===== src/rtl/score_keeper_pkg.sv =====
// Shared types, winner codes and seven-segment glyphs for the BASPONG score keeper.
package score_pkg;

    typedef enum logic {
        PLAY = 1'b0,
        OVER = 1'b1
    } state_e;

    localparam logic [1:0] WIN_NONE = 2'b00;
    localparam logic [1:0] WIN_P1   = 2'b01;
    localparam logic [1:0] WIN_P2   = 2'b10;
    localparam logic [1:0] WIN_TIE  = 2'b11;

    // Active-low segments, bit order {g,f,e,d,c,b,a}.
    localparam logic [6:0] GLYPH_0 = 7'b1000000;
    localparam logic [6:0] GLYPH_1 = 7'b1111001;
    localparam logic [6:0] GLYPH_2 = 7'b0100100;
    localparam logic [6:0] GLYPH_3 = 7'b0110000;
    localparam logic [6:0] GLYPH_4 = 7'b0011001;
    localparam logic [6:0] GLYPH_5 = 7'b0010010;
    localparam logic [6:0] GLYPH_6 = 7'b0000010;
    localparam logic [6:0] GLYPH_7 = 7'b1111000;
    localparam logic [6:0] GLYPH_8 = 7'b0000000;
    localparam logic [6:0] GLYPH_9 = 7'b0010000;
    localparam logic [6:0] BLANK   = 7'b1111111;

    function automatic logic [6:0] bcd_to_seg(input logic [3:0] d);
        logic [6:0] s;
        case (d)
            4'd0:    s = GLYPH_0;
            4'd1:    s = GLYPH_1;
            4'd2:    s = GLYPH_2;
            4'd3:    s = GLYPH_3;
            4'd4:    s = GLYPH_4;
            4'd5:    s = GLYPH_5;
            4'd6:    s = GLYPH_6;
            4'd7:    s = GLYPH_7;
            4'd8:    s = GLYPH_8;
            4'd9:    s = GLYPH_9;
            default: s = BLANK;
        endcase
        return s;
    endfunction

    // Two-digit BCD increment; ones 9 wraps to 0 and carries into tens.
    function automatic logic [7:0] bcd_inc(input logic [7:0] v);
        logic [7:0] r;
        if (v[3:0] == 4'd9) r = {v[7:4] + 4'd1, 4'd0};
        else                r = {v[7:4], v[3:0] + 4'd1};
        return r;
    endfunction

endpackage


===== src/rtl/score_keeper_if.sv =====
// Score pulses and restart in, match state and display drive out; master is the pulse source.
interface score_keeper_if;
    logic       score1;
    logic       score2;
    logic       new_game;
    logic       game_over;
    logic [1:0] winner;
    logic [7:0] p1_bcd;
    logic [7:0] p2_bcd;
    logic [3:0] an;
    logic [6:0] seg;
    logic       dp;

    modport master (
        output score1, score2, new_game,
        input  game_over, winner, p1_bcd, p2_bcd, an, seg, dp
    );

    modport slave (
        input  score1, score2, new_game,
        output game_over, winner, p1_bcd, p2_bcd, an, seg, dp
    );
endinterface


===== src/rtl/score_keeper_seg7_scan.sv =====
// Multiplexes four BCD digits onto the 4-digit display; outputs trail the digit index by one register.
// A set mask bit keeps that digit's anode high; a set blank flag shows no segments.
module seg7_scan
    import score_pkg::*;
#(
    parameter int SCAN_DIV = 100000
) (
    input  logic            clk,
    input  logic            reset,
    input  logic [3:0][3:0] digits_i,
    input  logic [3:0]      blank_i,
    input  logic [3:0]      mask_i,
    output logic [3:0]      an_o,
    output logic [6:0]      seg_o,
    output logic            dp_o
);

    localparam int SW = (SCAN_DIV > 1) ? $clog2(SCAN_DIV) : 1;

    logic [SW-1:0] scan_cnt_q, scan_cnt_d;
    logic [1:0]    idx_q, idx_d;
    logic [3:0]    an_q, an_d;
    logic [6:0]    seg_q, seg_d;
    logic          dp_q, dp_d;

    always_comb begin
        scan_cnt_d = scan_cnt_q + SW'(1);
        idx_d      = idx_q;
        if (scan_cnt_q == SW'(SCAN_DIV - 1)) begin
            scan_cnt_d = '0;
            idx_d      = idx_q + 2'd1;
        end

        an_d = ~(4'b0001 << idx_q);
        if (mask_i[idx_q]) an_d = 4'b1111;
        seg_d = blank_i[idx_q] ? BLANK : bcd_to_seg(digits_i[idx_q]);
        // Decimal point after player 1's ones digit separates the two scores.
        dp_d  = (idx_q != 2'd2);
    end

    always_ff @(posedge clk or posedge reset) begin
        if (reset) begin
            scan_cnt_q <= '0;
            idx_q      <= 2'd0;
            an_q       <= 4'b1110;
            seg_q      <= GLYPH_0;
            dp_q       <= 1'b1;
        end else begin
            scan_cnt_q <= scan_cnt_d;
            idx_q      <= idx_d;
            an_q       <= an_d;
            seg_q      <= seg_d;
            dp_q       <= dp_d;
        end
    end

    assign an_o  = an_q;
    assign seg_o = seg_q;
    assign dp_o  = dp_q;

endmodule


===== src/rtl/score_keeper.sv =====
// BASPONG match score: edge-detected score pulses feed two BCD counters, win detection freezes the match.
// Counters/winner update one cycle after a pulse; display lags by up to 4*SCAN_DIV+1. SCORE_BLINK_EN blinks the winner.
module score_keeper
    import score_pkg::*;
#(
    parameter int WIN_SCORE = 7,
    parameter int SCAN_DIV  = 100000,
    parameter int BLINK_DIV = 25000000
) (
    input  logic         clk,
    input  logic         reset,
    score_keeper_if.slave bus
);

    localparam logic [7:0] WIN_BCD = {4'(WIN_SCORE / 10), 4'(WIN_SCORE % 10)};

    logic       score1_q, score2_q, new_game_q;
    logic       s1_ev, s2_ev, ng_ev;
    state_e     state_q, state_d;
    logic [7:0] p1_q, p1_d, p2_q, p2_d;
    logic [7:0] p1_inc, p2_inc;
    logic       win1, win2;
    logic [1:0] winner_q, winner_d;
    logic       game_over_q, game_over_d;
    logic [3:0] blink_mask;

    // Inputs share our clock with the animation block, so no synchroniser.
    always_ff @(posedge clk or posedge reset) begin
        if (reset) begin
            score1_q   <= 1'b0;
            score2_q   <= 1'b0;
            new_game_q <= 1'b0;
        end else begin
            score1_q   <= bus.score1;
            score2_q   <= bus.score2;
            new_game_q <= bus.new_game;
        end
    end

    assign s1_ev  = bus.score1 & ~score1_q;
    assign s2_ev  = bus.score2 & ~score2_q;
    assign ng_ev  = bus.new_game & ~new_game_q;
    assign p1_inc = bcd_inc(p1_q);
    assign p2_inc = bcd_inc(p2_q);
    assign win1   = s1_ev && (p1_inc == WIN_BCD);
    assign win2   = s2_ev && (p2_inc == WIN_BCD);

    always_ff @(posedge clk or posedge reset) begin
        if (reset) state_q <= PLAY;
        else       state_q <= state_d;
    end

    always_comb begin
        state_d = state_q;
        case (state_q)
            PLAY:    if (ng_ev) state_d = PLAY;
                     else if (win1 || win2) state_d = OVER;
            OVER:    if (ng_ev) state_d = PLAY;
            default: state_d = PLAY;
        endcase
    end

    // Restart takes priority over any score edge in the same cycle.
    always_comb begin
        p1_d     = p1_q;
        p2_d     = p2_q;
        winner_d = winner_q;
        if (ng_ev) begin
            p1_d     = 8'h00;
            p2_d     = 8'h00;
            winner_d = WIN_NONE;
        end else if (state_q == PLAY) begin
            if (s1_ev) p1_d = p1_inc;
            if (s2_ev) p2_d = p2_inc;
            if (win1 || win2) winner_d = {win2, win1};
        end
        game_over_d = (state_d == OVER);
    end

    always_ff @(posedge clk or posedge reset) begin
        if (reset) begin
            p1_q        <= 8'h00;
            p2_q        <= 8'h00;
            winner_q    <= WIN_NONE;
            game_over_q <= 1'b0;
        end else begin
            p1_q        <= p1_d;
            p2_q        <= p2_d;
            winner_q    <= winner_d;
            game_over_q <= game_over_d;
        end
    end

`ifdef SCORE_BLINK_EN
    localparam int BW = (BLINK_DIV > 1) ? $clog2(BLINK_DIV) : 1;

    logic [BW-1:0] blink_cnt_q, blink_cnt_d;
    logic          blink_off_q, blink_off_d;

    // Toggle is held at visible outside OVER so every match end starts lit.
    always_comb begin
        blink_cnt_d = blink_cnt_q + BW'(1);
        blink_off_d = blink_off_q;
        if (!game_over_q) begin
            blink_cnt_d = '0;
            blink_off_d = 1'b0;
        end else if (blink_cnt_q == BW'(BLINK_DIV - 1)) begin
            blink_cnt_d = '0;
            blink_off_d = ~blink_off_q;
        end
    end

    always_ff @(posedge clk or posedge reset) begin
        if (reset) begin
            blink_cnt_q <= '0;
            blink_off_q <= 1'b0;
        end else begin
            blink_cnt_q <= blink_cnt_d;
            blink_off_q <= blink_off_d;
        end
    end

    assign blink_mask = blink_off_q ? {winner_q[0], winner_q[0], winner_q[1], winner_q[1]} : 4'b0000;
`else
    logic unused_blink_div;
    assign unused_blink_div = (BLINK_DIV > 0);
    assign blink_mask       = 4'b0000;
`endif

    logic [3:0] an_w;
    logic [6:0] seg_w;
    logic       dp_w;

    seg7_scan #(
        .SCAN_DIV (SCAN_DIV)
    ) u_scan (
        .clk      (clk),
        .reset    (reset),
        .digits_i ({p1_q, p2_q}),
        .blank_i  ({p1_q[7:4] == 4'd0, 1'b0, p2_q[7:4] == 4'd0, 1'b0}),
        .mask_i   (blink_mask),
        .an_o     (an_w),
        .seg_o    (seg_w),
        .dp_o     (dp_w)
    );

    assign bus.game_over = game_over_q;
    assign bus.winner    = winner_q;
    assign bus.p1_bcd    = p1_q;
    assign bus.p2_bcd    = p2_q;
    assign bus.an        = an_w;
    assign bus.seg       = seg_w;
    assign bus.dp        = dp_w;

endmodule


===== src/flat_wrapper.sv =====
// flat-port wrapper written by rule: the top's interface ports become plain ports
module score_keeper_flat import score_pkg::*;
#(
    parameter int WIN_SCORE = 7,
    parameter int SCAN_DIV  = 100000,
    parameter int BLINK_DIV = 25000000
)
  (clk, reset, bus_score1, bus_score2, bus_new_game, bus_game_over, bus_winner, bus_p1_bcd, bus_p2_bcd, bus_an, bus_seg, bus_dp);
  score_keeper_if bus_i ();
  input  logic clk;
  input  logic reset;
  input wire logic [$bits(bus_i.score1)-1:0] bus_score1;
  input wire logic [$bits(bus_i.score2)-1:0] bus_score2;
  input wire logic [$bits(bus_i.new_game)-1:0] bus_new_game;
  output wire logic [$bits(bus_i.game_over)-1:0] bus_game_over;
  output wire logic [$bits(bus_i.winner)-1:0] bus_winner;
  output wire logic [$bits(bus_i.p1_bcd)-1:0] bus_p1_bcd;
  output wire logic [$bits(bus_i.p2_bcd)-1:0] bus_p2_bcd;
  output wire logic [$bits(bus_i.an)-1:0] bus_an;
  output wire logic [$bits(bus_i.seg)-1:0] bus_seg;
  output wire logic [$bits(bus_i.dp)-1:0] bus_dp;
  assign bus_i.score1 = bus_score1;
  assign bus_i.score2 = bus_score2;
  assign bus_i.new_game = bus_new_game;
  assign bus_game_over = bus_i.game_over;
  assign bus_winner = bus_i.winner;
  assign bus_p1_bcd = bus_i.p1_bcd;
  assign bus_p2_bcd = bus_i.p2_bcd;
  assign bus_an = bus_i.an;
  assign bus_seg = bus_i.seg;
  assign bus_dp = bus_i.dp;
  score_keeper #(.WIN_SCORE(WIN_SCORE), .SCAN_DIV(SCAN_DIV), .BLINK_DIV(BLINK_DIV)) u_core (.clk(clk), .reset(reset), .bus(bus_i));
endmodule

===== config.mk =====
export PLATFORM = sky130hd
export DESIGN_NAME = score_keeper_flat
export DESIGN_NICKNAME = d
export VERILOG_FILES = /design/src/rtl/score_keeper_pkg.sv /design/src/rtl/score_keeper_if.sv /design/src/rtl/score_keeper_seg7_scan.sv /design/src/rtl/score_keeper.sv /design/src/flat_wrapper.sv
export SDC_FILE = /design/constraint.sdc
export NUM_CORES = 1
export LEC_CHECK = 0
export BUFFER_PORTS_ARGS = -buffer_cell sky130_fd_sc_hd__buf_2
export CAP_MARGIN = 20
export CORE_MARGIN = 2
export CORE_UTILIZATION = 55
export DETAILED_ROUTE_END_ITERATION = 16
export GPL_ROUTABILITY_DRIVEN = 0
export PLACE_DENSITY = 0.78
export SLEW_MARGIN = 20
export SYNTH_ARGS = -nofsm -noshare
export SYNTH_HDL_FRONTEND = slang
export SYNTH_SLANG_ARGS = --single-unit

===== constraint.sdc =====
create_clock -name clk -period 2.6 [get_ports clk]
set_input_delay 0.65 -clock clk [delete_from_list [all_inputs] [get_ports clk]]
set_output_delay 0.65 -clock clk [all_outputs]
set_load 0.005 [all_outputs]

### Word level (Yosys, flattened, before mapping)

Memories as Yosys holds them, arrays and structs flattened.
Cells that the tools add are included.

* register bits after elaboration: 53
* ROM bits: 112
* output and inout bits: 31
* memories kept: 1

* $add $sub $neg: 6
* magnitude comparators: 1
* eq/ne operators: 7
* shift-type cells: 1
* muxes and demuxes: 24
* bitwise logic cells: 8
* reductions and logical operators: 11

Memory list
* (name not given): words 16, width 7, rd ports 1, clocked after memory_dff 0, write ports 0, RTL line score_keeper_pkg.sv:29 `case (d)`

Operators by type and width (number)
* 8-bit two-way mux: 8
* 17-bit by 1-bit adder with 17-bit output (second input constant): 1
* 17-bit == test (second input constant): 1
* 17-bit two-way mux: 1
* 4-bit by 1-bit adder with 4-bit output (second input constant): 4
* 8-bit by 3-bit == test with 1-bit output (second input constant): 2
* 4-bit binary-select mux with 2-bit select: 1
* 4-bit == test (second input constant): 2
* 4-bit zero test: 2
* 4-bit two-way mux: 2
* 7-bit two-way mux: 1
* 2-bit two-way mux: 3
* 2-bit AND reduction: 3
* 2-bit nonzero test: 3
* 1-bit two-way mux: 5
* 1-bit binary-select mux with 2-bit select: 2
* 1-bit NOT: 4
* 4-bit NOT: 1
* 1-bit by 2-bit << shifter with 4-bit output (first input constant): 1
* 1-bit bitwise AND: 3
* 2-bit by 3-bit < comparator with 1-bit output (second input constant): 1
* 2-bit by 1-bit adder with 2-bit output (second input constant): 1
* 1-bit logical AND: 2
* 2-bit by 1-bit != test with 1-bit output (second input constant): 1
* 3 further kinds: 3

### Longest topological paths before layout

Gate-level depths: netlist of run 1.

* word-level depth: 8
* gate-level depth with buffers: 7
* gate-level depth less buffers: 6

### Hierarchy

From an unflattened synthesis of run 1, not the netlist that was laid out.

* cells, all modules: 269
* area total of the unflattened synthesis: 2854.0 um2

By module, submodules not included
* seg7_scan: instances 1, cells each 144, area an instance 1641.6 um2, sequential area each 782.0 um2
* score_keeper: instances 1, cells each 125, area an instance 1212.4 um2, sequential area each 550.5 um2

### Worst setup path after synthesis of run 1

OpenSTA, ideal clock, no wires.

* path type: register to register
* start point: reg u_core.u_scan.idx_q[1]
* end point: reg u_core.u_scan.seg_q[1], in the netlist u_core.u_scan.seg_o[1]
* arrival time: 1654 ps
* required time: 2449 ps
* path slack: 796 ps
* cell stages (with the launch flop): 7
* period minus slack after synthesis: 1804 ps
* cells stage by stage: dfrtp_1 -> buf_6 -> mux4_1 -> inv_1 -> ha_1 -> a21oi_1 -> o21ai_0

* longest elaborated chain between the ends: 4
* elaborated cells between the ends (all ways): 6
* those cells by class: mux: 5; memory: 1

RTL lines
* start: declaration: RTL line score_keeper_seg7_scan.sv:21 `logic [1:0] idx_q, idx_d;`
* start signal: assignment: RTL line score_keeper_seg7_scan.sv:50 `idx_q <= idx_d;`
* 4-bit binary-select mux with 2-bit select: RTL line score_keeper_seg7_scan.sv:36 `seg_d = blank_i[idx_q] ? BLANK : bcd_to_seg(digits_i[idx_q]);`
* 4-bit two-way mux (not written as such): RTL line score_keeper_seg7_scan.sv:36
* memory 16 x 7 bit
* 7-bit two-way mux *: RTL line score_keeper_seg7_scan.sv:36
* named net u_core.u_scan.seg_d[1]: RTL line score_keeper_seg7_scan.sv:23 `logic [6:0] seg_q, seg_d;`
* end signal: assignment: RTL line score_keeper_seg7_scan.sv:52 `seg_q <= seg_d;`
* end: declaration: RTL line score_keeper_seg7_scan.sv:23

Mark *: on every way through the listed nets, which the timed path passes. The rest lies on a longest branch. The select of a mux whose other input is x is not followed.
A chain may end at the register's enable or synchronous reset.

### Final worst setup path of run 1

Same ends and word-level chain as after synthesis.

==> metrics.yaml, run 1 <==
io-pin-count: 36
rrSetupSlack_ps: 560
layout_commonest_cell: "dfrtp_1"
p_sw_mw: 0.4175
cts_buffers: 5
cp_slowest_stage_delay_ps: 710
clk_pin_slew_worst_paths_ps: 90
num_vias: 2036
cp_max_fo: 10
drcViolationCount: 0
period_needed_ps: 2040
synthArstFlopShare: 1.000
nets: 324
synth_edf_count: 0
synthCells: 265
cts_tree: "built"
final_cell_mix: "dfrtp_1 (48), buf_2 (35), nor2_1 (28)"
grt_antenna_before_repair: 0
chipWidth_um: 75.10
place_area_um2: 3027
finalWirelength_mm: 5.161
cts_sinks: 52
fmax_mhz: 490.1
seq_area_um2: 1306
p_sw_frac: 0.2503
hp-class: "primary input to async pin"
cp.depth: 5
outcome: "finished, final reports clean"
clk_latency_ps: 300
synth_nets: 284
critPathCaptureType: "flip-flop"
first_pass_iters: 4
irDropWorstVdd_mv: 0.3058
crit_start: "u_core.u_scan.idx_q[1]"
internal_power_mw: 1.251
hpwl_mm: 3.729
synth_area_um2: 2780
fill_cells: 390
yosys_most_used_dff: "dfrtp_1"
setup.worst_path.class: "flip-flop to flip-flop"
dieArea_um2: 5639
final_max_slew_viol_count: 0
path_cells: "mux4_1 -> inv_1 -> ha_1 -> a21oi_1 -> o21ai_0"
initial_core_util: 0.5809
final_area_um2: 3134
clkPwrFrac: 0.327
cts_htree_levels: 2
drv_cap: 0
cts_resized: 0
holdWs_ps: 448.0
syn2layout_area_growth_pct: 12.74
cpMaxStageDelayCell: "mux4_1"
grt_overflow_total: 0
synth.largest_area_cell: "dfrtp_1"
relSlewSlack: 0.5419
io_buffers: 35
synth_cell_types: 49
synth_seq_cells: 52
clock_skew_ps: 7.884
final_hold_viol_count: 0
crit_required_ps: 2740
synthTopCellsByArea: "dfrtp_1 (43%), ha_1 (6.3%), xor2_1 (4.1%)"
drt-initial-drc-count: 85
drive_gt1_frac: 0.2124
root_buffer: "clkbuf_8"
path_buf_inv: 1
rows: 25
crit_arrival_ps: 2180
ctsLongestPathBuffers: 2
post-route-period-util: 0.7847
grt_max_degree: 35
power.density_nw_per_um2: 532.2
setup.worst_path.end: "u_core.u_scan.seg_o[1]"
pwr-share-seq: 0.540
postCtsSetupRepairBufs: 0
multi_input_area_um2: 1345
via_per_inst: 5.458
max_slew.worst_pin.slew_ps: 686.2
fin_setup_tns_ps: 0
syn_avg_cell_area_um2: 10.49
first_global_vias: 1934
n_antenna_cell: 0
seq_area_frac_synth: 0.4698
yosys_warnings: 0
timing.rr.start: "u_core.u_scan.idx_q[1]"
postCtsHoldBufs: 0
grt_setup_unrepaired: "no"
start_kind: "flip-flop"
drtAntennaViolNets: 0
setup_viol: 0
coreArea_um2: 4786
p_leak_nw: 1.457
grt_pass1_wl_mm: 8.700
gr-usage-all-layers: 0.2010
reg2reg_to: "u_core.u_scan.seg_o[1]"
pwr-share-comb: 0.134
synth_top_area_frac: 0.4320
wire_per_inst_um: 13.84
reg2reg_depth: 5
die_h_um: 75.10
cp_top_family: "multiplexers"
[power by group through the flow]
| stage | Sequential (mW) | Combinational [mW] | Clock (mW) |
|---|---|---|---|
| floorplan | 0.907 | 0.150 | 0 |
| global placement | 0.915 | 0.218 | 0 |
| detailed placement | 0.916 | 0.226 | 0 |
| CTS | 0.900 | 0.227 | 0.555 |
| global route | 0.910 | 0.255 | 0.585 |
| finish | 0.900 | 0.223 | 0.545 |
[Yosys cell counts (4+ instances only)]
cell and count:
nor2_1 28, mux2i_1 4, nand2_1 16, xnor2_1 11
ha_1 14, nor2b_1 8, o21ai_0 10, nand3_1 15
dfrtp_1 48, xor2_1 13, a21oi_1 11, dfstp_2 4
inv_1 17, nor3_1 5
[sequential cells by signal, summed over array words and instances, names as in the netlist, 2 cells and up]
register,count
u_core.bus.p1_bcd,8
u_core.bus.p2_bcd,8
u_core.bus.winner,2
u_core.u_scan.an_o,4
u_core.u_scan.idx_q,2
u_core.u_scan.scan_cnt_q,17
u_core.u_scan.seg_o,7
[worst min path at each step]
stage                                        to  cells past startpoint
floorplan           u_core.u_scan.scan_cnt_q[0]                      1
global placement    u_core.u_scan.scan_cnt_q[0]                      1
detailed placement  u_core.u_scan.scan_cnt_q[0]                      1
CTS                 u_core.u_scan.scan_cnt_q[6]                      2
global route                  u_core.new_game_q                      1
finish              u_core.u_scan.scan_cnt_q[6]                      2
[worst reg2reg max path: stages (launching register included)]
cell     delay (ps)
dfrtp_1         560
mux4_1          710
inv_1           150
ha_1            260
a21oi_1         130
o21ai_0          90
[metal layers]
metal,wire length [um],vias to the layer above,part of all wire,GRT usage
met4,56,0,0.011,0.07143
li1,-,990,-,-
met5,0,-,0,0
met2,2447,40,0.47,0.3168
met1,2492,999,0.48,0.2821
met3,165,7,0.032,0.03347
[area by class of cell]
class | instances | share of cell area
multi-input cells | 187 | 0.4291
well taps | 67 | 0.02675
clock inverters | 2 | 0.01118
clock buffers | 6 | 0.02315
inverters | 17 | 0.02036
repair buffers | 42 | 0.07265
flip-flops and latches | 52 | 0.4168
[cells by family (layout without fill, tap and decap cells)]
| logic type | after synthesis | after routing | synth area share |
|---|---|---|---|
| xor gates and xnor gates | 24 | 24 | 0.07561 |
| and+or+nand+nor | 106 | 106 | 0.2142 |
| AOI/OAI and AO/OA | 34 | 34 | 0.07876 |
| adders and majority gates | 14 | 14 | 0.06301 |
| muxes | 9 | 9 | 0.05221 |
| DFF | 52 | 52 | 0.4698 |
| buffers and inverters | 26 | 67 | 0.04635 |
[per-stage QoR]
step	utilization	power [mW]	instances	worst slack (ps)
after floorplan	-	1.057	265	698.7
after global placement	0.6324	1.134	365	666.3
after detailed placement	0.6324	1.143	365	583.0
after CTS	0.6549	1.682	373	561.3
after global routing	0.6549	1.750	373	476.3
final	0.6549	1.668	373	559.7
Power figures use the tool's default switching activity.
==> run 2, diff against run 1 <==
==> constraint.sdc (replaced) <==
create_clock -name clk -period 1.9 [get_ports clk]
set_input_delay 0.475 -clock clk [delete_from_list [all_inputs] [get_ports clk]]
set_output_delay 0.475 -clock clk [all_outputs]
set_load 0.005 [all_outputs]
==> run 2 against run 1 <==
Clock skew decreased by 3.0 ps. Via count rose by 2.0%. Sequential power is 33% higher. Core utilization up 2.1 points. Final area up 3.3%. Highest routed layer unchanged.
==> metrics.yaml, run 2 (synthesis gave the netlist of run 1 again) <==
dp_slack_ps: 51.61
drtAntennaViolNets: 0
final_cell_mix: "dfrtp_1 (45), buf_2 (35), nor2_1 (28)"
crit_start: "u_core.bus.p1_bcd[4]"
reg2reg_depth: 5
wire_per_inst_um: 13.43
via_per_inst: 5.364
outcome: "finished, final reports clean"
rrSetupSlack_ps: 110
power.density_nw_per_um2: 684.6
n_antenna_cell: 0
wl_met1_mm: 2.449
grt_overflow_total: 0
fill_cells: 388
irDropWorstVdd_mv: 0.3672
clock_skew_ps: 4.934
final_area_um2: 3237
crit_arrival_ps: 1970
rows: 25
drive_gt1_frac: 0.2656
root_buffer: "clkbuf_8"
fin_setup_tns_ps: 0
cp_max_fo: 7
maxUsedRoutingLayer: "met4"
io_buffers: 35
reg2reg_to: "u_core.u_scan.seg_o[0]"
routed-wl-met3_um: 288
cts_buffers: 5
grt_setup_unrepaired: "no"
num_vias: 2076
grt_antenna_before_repair: 0
drv_cap: 0
relSlewSlack: 0.7288
die_h_um: 75.10
io-pin-count: 36
p_leak_nw: 1.522
fmax_mhz: 557.3
largest_reg_flops: 17
postCtsHoldBufs: 0
finalWirelength_mm: 5.198
place_area_um2: 3144
first_pass_iters: 4
period_needed_ps: 1795
hp-class: "primary input to async pin"
clk_latency_ps: 300
drt-initial-drc-count: 115
met2WireLength_mm: 2.395
drcViolationCount: 0
post-route-period-util: 0.9445
final_max_slew_viol_count: 0
cts_tree: "built"
layout_commonest_cell: "dfrtp_1"
grt_pass1_wl_mm: 8.783
gr-usage-all-layers: 0.2055
setup_viol: 0
first_global_vias: 1911
cts_htree_levels: 2
dieArea_um2: 5639
start_kind: "flip-flop"
setup.worst_path.class: "flip-flop to flip-flop"
initial_core_util: 0.5809
hpwl_mm: 3.841
chipWidth_um: 75.10
cts_sinks: 52
largest_register: "u_core.u_scan.scan_cnt_q"
crit_required_ps: 2070
worst_slack_ps: 105.5
nets: 338
critPathCaptureType: "flip-flop"
syn2layout_area_growth_pct: 16.43
max_slew.worst_pin.slew_ps: 404.2
final_hold_viol_count: 0
ctsLongestPathBuffers: 2
timing.rr.start: "u_core.bus.p1_bcd[4]"
setup.worst_path.end: "u_core.u_scan.seg_o[0]"
coreArea_um2: 4786
clk_pin_slew_worst_paths_ps: 90
grt_max_degree: 53
-- run 2: worst min-delay path by stage --
stage | start | to | slack [ps] | cells past startpoint
6_report | reset | u_core.new_game_q | 200 | 3
5_1_grt | reset | u_core.new_game_q | 210 | 3
2_1_floorplan | u_core.u_scan.scan_cnt_q[0] | u_core.u_scan.scan_cnt_q[0] | 450 | 1
3_3_place_gp | u_core.u_scan.scan_cnt_q[0] | u_core.u_scan.scan_cnt_q[0] | 470 | 1
3_5_place_dp | u_core.u_scan.scan_cnt_q[4] | u_core.u_scan.scan_cnt_q[4] | 480 | 1
4_1_cts | reset | u_core.new_game_q | 200 | 3
-- run 2: layout make-up --
class	count	area, um2	share of cell area
tap	67	83.83	0.02590
inverter	17	63.81	0.01971
multi-input combinational	187	1341	0.4144
clock buffer	6	82.58	0.02551
timing repair buffer	56	345.3	0.1067
clock inverter	2	10.01	0.003092
sequential	52	1310	0.4047
-- run 2: timing repair --
action	4_1_cts	5_1_grt
resized for setup	0	6
setup endpoints to repair	0	7
setup buffers	0	0
-- run 2: report_power, final --
group          internal [mW]  total (mW)  switching, mW
combinational          0.179       0.374          0.195
sequential              1.17        1.20         0.0315
clock                  0.291       0.640          0.349
-- run 2: worst max-delay path: stages, from the launching register on --
cell     delay [ps]
dfrtp_2         460
mux4_2          540
ha_1            210
or2_4           250
a21oi_1         140
o21ai_1          70
-- run 2: metrics by stage --
stage / hold WS, ps / instances / util / power, mW
floorplan: 454.9 / 265 / - / 1.446
global placement: 473.0 / 379 / 0.6570 / 1.583
detailed placement: 481.1 / 379 / 0.6570 / 1.596
CTS: 198.3 / 387 / 0.6763 / 2.243
global route: 214.8 / 387 / 0.6763 / 2.335
finish: 195.8 / 387 / 0.6763 / 2.216
-- run 2: routing by layer --
metal | vias up | global-route usage
li1 | 1024 | -
met4 | 0 | 0.07341
met5 | - | 0
met1 | 989 | 0.2918
met3 | 6 | 0.04418
met2 | 57 | 0.3129
